**src/rtl/tick_rate_ctrl_pkg.sv**
```systemverilog
// Shared definitions for the tick rate controller: FSM state encoding and
// default divisor limits used by tick_rate_ctrl and its testbench.
package tick_rate_ctrl_pkg;

    typedef enum logic [1:0] {
        TRC_IDLE = 2'd0,
        TRC_RUN  = 2'd1,
        TRC_HOLD = 2'd2
    } trc_state_t;

    localparam int TRC_CNT_W   = 26;
    localparam int TRC_DEF_DIV = 50_000_000;
    localparam int TRC_MIN_DIV = 2;
    localparam int TRC_SPD_SH  = 3;

endpackage

```
**src/rtl/tick_rate_ctrl_period_cnt.sv**
```systemverilog
// Down-counting period counter: clear, load, enable-decrement, zero detect.
module tick_period_cnt #(
    parameter int CNT_W = 26
) (
    input  logic             clk,
    input  logic             rst,
    input  logic             clr,
    input  logic             load,
    input  logic [CNT_W-1:0] load_val,
    input  logic             en,
    output logic [CNT_W-1:0] cnt,
    output logic             zero
);

    // Counter register: clear beats load beats decrement.
    always_ff @(posedge clk) begin
        // NOTE: sequential state uses non-blocking assignments so every flop samples pre-edge values.
        if (rst || clr) begin
            cnt <= '0;
        end else if (load) begin
            cnt <= load_val;
        end else if (en) begin
            cnt <= cnt - CNT_W'(1);
        end
    end

    assign zero = (cnt == '0);

endmodule

```
**src/rtl/tick_rate_ctrl.sv**
```systemverilog
// Game tick generator: one-cycle tick every div_cur cycles with start/pause/
// stop sequencing and divisor updates applied only at period boundaries.
// Optional build macro TICK_SQUARE_OUT_EN adds sq_out, a square wave that
// toggles on every tick (period 2*div_cur).
module tick_rate_ctrl
    import tick_rate_ctrl_pkg::*;
#(
    parameter int CNT_W   = TRC_CNT_W,
    parameter int DEF_DIV = TRC_DEF_DIV,
    parameter int MIN_DIV = TRC_MIN_DIV,
    parameter int SPD_SH  = TRC_SPD_SH
) (
    input  logic             clk,
    input  logic             rst,
    input  logic             start,
    input  logic             stop,
    input  logic             pause,
    input  logic             div_req,
    input  logic [CNT_W-1:0] div_val,
    input  logic             speedup,
    output logic             div_ack,
    output logic             tick,
    output logic             running,
    output logic [CNT_W-1:0] div_cur,
    output logic [15:0]      tick_cnt
`ifdef TICK_SQUARE_OUT_EN
    ,
    output logic             sq_out
`endif
);

    localparam logic [CNT_W-1:0] DIV_RST = CNT_W'(DEF_DIV);
    localparam logic [CNT_W-1:0] DIV_MIN = CNT_W'(MIN_DIV);

    trc_state_t       state, state_nxt;
    logic             pending;
    logic [CNT_W-1:0] pend_val;
    logic [CNT_W-1:0] req_raw;
    logic [CNT_W-1:0] req_val;
    logic [CNT_W-1:0] div_nxt;
    logic [CNT_W-1:0] cnt;
    logic             cnt_zero;
    logic             start_go;
    logic             stop_go;
    logic             reload;
    logic             apply;
    logic             cnt_load;
    logic             cnt_en;

    // Requested divisor: explicit load wins over a speed-up step, both clamped to MIN_DIV.
    always_comb begin
        // NOTE: every always_comb output gets a default first so no latch can be inferred.
        req_raw = div_cur - (div_cur >> SPD_SH);
        if (div_req) begin
            req_raw = div_val;
        end
        req_val = (req_raw < DIV_MIN) ? DIV_MIN : req_raw;
    end

    // Control decode. The counter freezes as soon as pause is seen, except on
    // the reload cycle, where the tick and reload still go through.
    always_comb begin
        stop_go  = stop && (state != TRC_IDLE);
        start_go = start && !stop && (state == TRC_IDLE);
        reload   = (state == TRC_RUN) && !stop && cnt_zero;
        apply    = pending && ((state == TRC_IDLE) || reload);
        div_nxt  = apply ? pend_val : div_cur;
        cnt_load = start_go || reload;
        cnt_en   = (state == TRC_RUN) && !stop && !pause && !cnt_zero;
    end

    tick_period_cnt #(
        .CNT_W(CNT_W)
    ) u_cnt (
        .clk     (clk),
        .rst     (rst),
        .clr     (stop_go),
        .load    (cnt_load),
        .load_val(div_nxt - CNT_W'(1)),
        .en      (cnt_en),
        .cnt     (cnt),
        .zero    (cnt_zero)
    );

    // State register.
    always_ff @(posedge clk) begin
        if (rst) begin
            state <= TRC_IDLE;
        end else begin
            state <= state_nxt;
        end
    end

    // Next-state logic; stop beats start and pause.
    always_comb begin
        state_nxt = state;
        case (state)
            TRC_IDLE: if (start_go) state_nxt = TRC_RUN;
            TRC_RUN: begin
                if (stop)       state_nxt = TRC_IDLE;
                else if (pause) state_nxt = TRC_HOLD;
            end
            TRC_HOLD: begin
                if (stop)        state_nxt = TRC_IDLE;
                else if (!pause) state_nxt = TRC_RUN;
            end
            default: state_nxt = TRC_IDLE;
        endcase
    end

    // Tick, tick count, divisor and pending-update registers.
    always_ff @(posedge clk) begin
        if (rst) begin
            tick     <= 1'b0;
            div_ack  <= 1'b0;
            tick_cnt <= '0;
            div_cur  <= DIV_RST;
            pending  <= 1'b0;
            pend_val <= DIV_RST;
        end else begin
            tick    <= reload;
            div_ack <= apply;
            if (apply) begin
                div_cur <= pend_val;
            end
            // A request landing on the apply cycle re-arms pending for the next boundary.
            if (div_req || speedup) begin
                pending  <= 1'b1;
                pend_val <= req_val;
            end else if (apply) begin
                pending <= 1'b0;
            end
            if (start_go) begin
                tick_cnt <= '0;
            end else if (reload) begin
                tick_cnt <= tick_cnt + 16'd1;
            end
        end
    end

    assign running = (state != TRC_IDLE);

`ifdef TICK_SQUARE_OUT_EN
    // Square output toggles with each tick and holds naturally while paused.
    always_ff @(posedge clk) begin
        if (rst) begin
            sq_out <= 1'b0;
        end else if (reload) begin
            sq_out <= !sq_out;
        end
    end
`endif

endmodule

```
**config.mk**
```make
export PLATFORM = sky130hd
export DESIGN_NAME = tick_rate_ctrl
export DESIGN_NICKNAME = d
export VERILOG_FILES = /design/src/rtl/tick_rate_ctrl_pkg.sv /design/src/rtl/tick_rate_ctrl_period_cnt.sv /design/src/rtl/tick_rate_ctrl.sv
export SDC_FILE = /design/constraint.sdc
export NUM_CORES = 1
export LEC_CHECK = 0
export ABC_AREA = 1
export ABC_CLOCK_PERIOD_IN_PS = 5100
export CAP_MARGIN = 0
export CORE_ASPECT_RATIO = 1.5
export CORE_MARGIN = 10
export CORE_UTILIZATION = 52
export CTS_CLUSTER_DIAMETER = 150
export DETAILED_ROUTE_END_ITERATION = 12
export PLACE_DENSITY = 0.72
export SLEW_MARGIN = 30
export SYNTH_ARGS = -nofsm -noshare
export SYNTH_HDL_FRONTEND = slang
export SYNTH_HIERARCHICAL = 1
export SYNTH_SLANG_ARGS = --single-unit
```
**constraint.sdc**
```tcl
create_clock -name clk -period 5.1 [get_ports clk]
set_clock_uncertainty 0.2 [all_clocks]
set_input_delay 0.51 -clock clk [delete_from_list [all_inputs] [get_ports clk]]
set_output_delay 0.51 -clock clk [all_outputs]
set_load 0.01 [all_outputs]
```
==> impl_summary.txt <==
----------------------------------------------------
[Run status]
  Result of the run ... complete, no violations

[Placement]
  Routability congestion estimate ... 0.9447
  DP Cell Count ... 1457
  Number of port buffers ... 77
  Detailed placer's ending HPWL ... 17.77 mm

[Clocking]
  Root buffer selected by CTS ... clkbuf_16
  Gates resized, CTS repair ... 0
  CTS Hold Bufs ... 0
  Number of sinks on the clock net ... 99
  Clock transition at path regs ... 0.06 ns
  Clock tree from TritonCTS ... built
  Postcts setup bufs ... 0
  Number of H-tree branching levels ... 3
  Maximum number of buffers from clock root to sink ... 2
  Number of CTS-inserted buffers ... 9
  Clock Latency Late Sink ... 0.34 ns

[Critical path]
  Critical path capture point type ... flip-flop
  Critical path type ... reg -> reg
  Worst setup SP type ... flip-flop
  Slowest CP cell ... o21a_4
  Required time of the critical path ... 5.09 ns
  Cell repeated most along the worst path ... nand2_4
  Cell chain of the critical path ... inv_1 > ha_1 > nand2_2 > nor2_4 > nand2_4 > nor2_2 > nand3_1 > nor2_1 > nand2_4 > nand2_4 > nand2_4 > o21a_4 > inv_1 > ha_1 > inv_1 > nor2_4 > nand2_2 > nor3_2 > nand2_1 > xor2_1 > a22oi_1 > a21oi_1
  Setup slack of the most critical reg-to-reg path ... 0.96 ns
  Critical Path AT ... 4.12 ns
  Critical path fanouts, max ... 52
  Largest stage delay on the critical path ... 0.36 ns

[STA]
  Final cycle utilization of the critical path ... 0.8114
  Slew at the pin closest to its max-slew limit ... 0.8538 ns
  Number of endpoints with negative hold slack in the final report ... 0
  Worst-case headroom to the max-slew limit ... 0.4302
  Final Critical Period ... 4.138 ns
  Worst hold margin ... 0.2691 ns
  Count of endpoints failing setup in the final report ... 0
  Count of final max-slew check failures ... 0
  Final TNS setup ... 0 ns
  RSZ-0062 raised after global routing ... no
  Achievable Freq ... 0.2417 GHz

[Floorplanning]
  Overall die area ... 0.01971 mm2
  Placeable core region ... 0.01406 mm2
  Io pins ... 78
  Initial core utilization ... 0.5328
  Die boundary width ... 118 um
  Chip height ... 167.0 um
  Number of cell rows ... 53

[Min path]
  Hold crit path type ... reg -> reg

[Yosys]
  Number of synthesized register bits ... 99
  Share of the yosys chip area belonging to registers ... 0.2646
  Largest family of logic cells by synthesized area ... simple AND/OR/NAND/NOR gates
  Xor and xnor area share after synthesis ... 0.04794
  Fraction of the mapped netlist area in adder cells ... 0.04610
  Multiplexer fraction of the synthesized cell area ... 0
  Total standard cell area after synthesis ... 0.007491 mm2
  Synthesis Warnings ... 6
  Main synth FF type ... dfxtp_1
  Distinct cell type count after synthesis ... 47
  Number of instances in the synthesized netlist ... 1213
  Share of synthesized cell area in and, or, nand and nor gates ... 0.4032
  Compound-gate portion of the synthesized area ... 0.1269
  Number of enable-type register cells in the synthesized netlist ... 0
  Average footprint of a synthesized cell ... 6.176 um2
  Ys async rst share ... 0
  Post-synthesis net count ... 1273

[Cells and area]
  Layout Nets ... 1336
  Most frequent cells in the layout ... nand2_1, inv_1, nor2_1, dfxtp_1, nand3_1
  Final core area utilization ... 0.6179
  Antenna cells ... 0
  Fraction of layout instances using a drive strength above 1 ... 0.08047
  Final Non-Filler Cells ... 1472
  Number of fillers in the final layout ... 1374
  Most frequent standard cell in the layout excluding fill and tap cells ... nand2_1
  Post-synthesis to final-layout area growth ... 15.97%

[Global routing]
  Global-route wire length before repair ... 36.67 mm
  Number of antenna violations at the first check in global routing ... 0
  Congestion Overflow GR ... 0
  GRT Max-Usage Layer ... met2
  Maximum number of pins on one net before global-route repair ... 53
  Vias in the first global route ... 7599
  Routing usage on met1 ... 0.2331
  Met2 usage in global routing ... 0.4217
  All-Layer GR Usage ... 0.2214
  Global routing usage on met3 ... 0.03181

[Pwr]
  Areal power density over the cells ... 293.2 mW/mm2
  Static Leakage ... 4.133 nW
  Pwr Total ... 2.547 mW
  VDD IR max ... 292.8 uV

[Job]
  Max_cap viols ... 0

[Detailed routing]
  Average wire per cell in the routed design ... 15.04 um
  Iteration-0 DRC Markers ... 525
  Routed wire length ... 22.14 mm
  Vias post-DR ... 7762
  Residual DRC count ... 0
  Number of iterations in the first detailed-routing pass ... 5
  Number of vias per cell ... 5.273
  Remaining antenna violation count after routing ... 0

----------------------------------------------------
through the flow:
stage | area (um2) | setup slack [ns]
CTS | 8687 | 0.9749
global placement | 8396 | 1.123
floorplan | 7491 | 1.686
detailed placement | 8396 | 1.033
finish | 8687 | 0.9619
global route | 8687 | 0.5968
cells in the mapped netlist, drive strengths merged, types with 10 or more instances:
library cell	number	share of area
dfxtp	99	0.26
ha	26	0.043
nand4	30	0.025
inv	181	0.091
nand2	373	0.20
xor2	32	0.037
nor2	153	0.093
clkbuf	20	0.010
nor3	10	0.0095
a21oi	71	0.049
o21ai	49	0.040
a22oi	16	0.016
buf	11	0.011
nand3	86	0.059
sequential cells by signal, indices dropped and copies added, names as in the netlist:
signal and cells:
div_ack 1, pend_val 26, div_cur 26, pending 1, state 2, u_cnt/cnt 26, tick 1, tick_cnt 16
cells by family (layout without fill, tap and decap cells):
logic type                 count (synthesis)  count (layout)
xor gates and xnor gates                  41              41
DFF                                       99              99
AOI/OAI and AO/OA                        157             157
and+or+nand+nor                          677             677
buffers and inverters                    212             279
adders and majority gates                 27              27
metal layers:
| layer | share of wire | up-vias |
|---|---|---|
| li1 | - | 3970 |
| met1 | 0.40 | 3573 |
| met2 | 0.53 | 174 |
| met3 | 0.033 | 45 |
| met4 | 0.038 | 0 |
| met5 | 0 | - |
critical path, delay by kind of cell (launching register included):
family / cells / cell delay [ns]
AND/OR/NAND/NOR: 13 / 1.95
AO/OA/AOI/OAI: 3 / 0.63
flip-flops: 1 / 0.33
buffers and inverters: 3 / 0.27
XOR/XNOR: 1 / 0.16
adder cells (fa/ha/maj): 2 / 0.42
worst paths after layout:
| path | startpoint | endpoint | cells past startpoint |
|---|---|---|---|
| min | pend_val[16] | pend_val[16] | 2 |
| max | u_cnt/cnt[0] | u_cnt/cnt[22] | 22 |
| min reg2reg | pend_val[16] | pend_val[16] | 2 |
| max reg2reg | u_cnt/cnt[0] | u_cnt/cnt[22] | 22 |
power by group:
group / switching [mW] / total (mW) / internal, mW
combinational: 0.630 / 0.976 / 0.346
sequential: 0.0615 / 0.895 / 0.833
clock: 0.285 / 0.676 / 0.391
area by class of cell:
cell class,count,area [um2],area share
multi-input combinational,902,4678,0.5385
clock buffer,11,242.7,0.02794
timing repair buffer,83,815.8,0.09391
sequential,99,1982,0.2281
tap,192,240.2,0.02765
clock inverter,4,48.80,0.005617
inverter,181,679.4,0.07821
No activity file was read; power rests on OpenSTA's default activity.
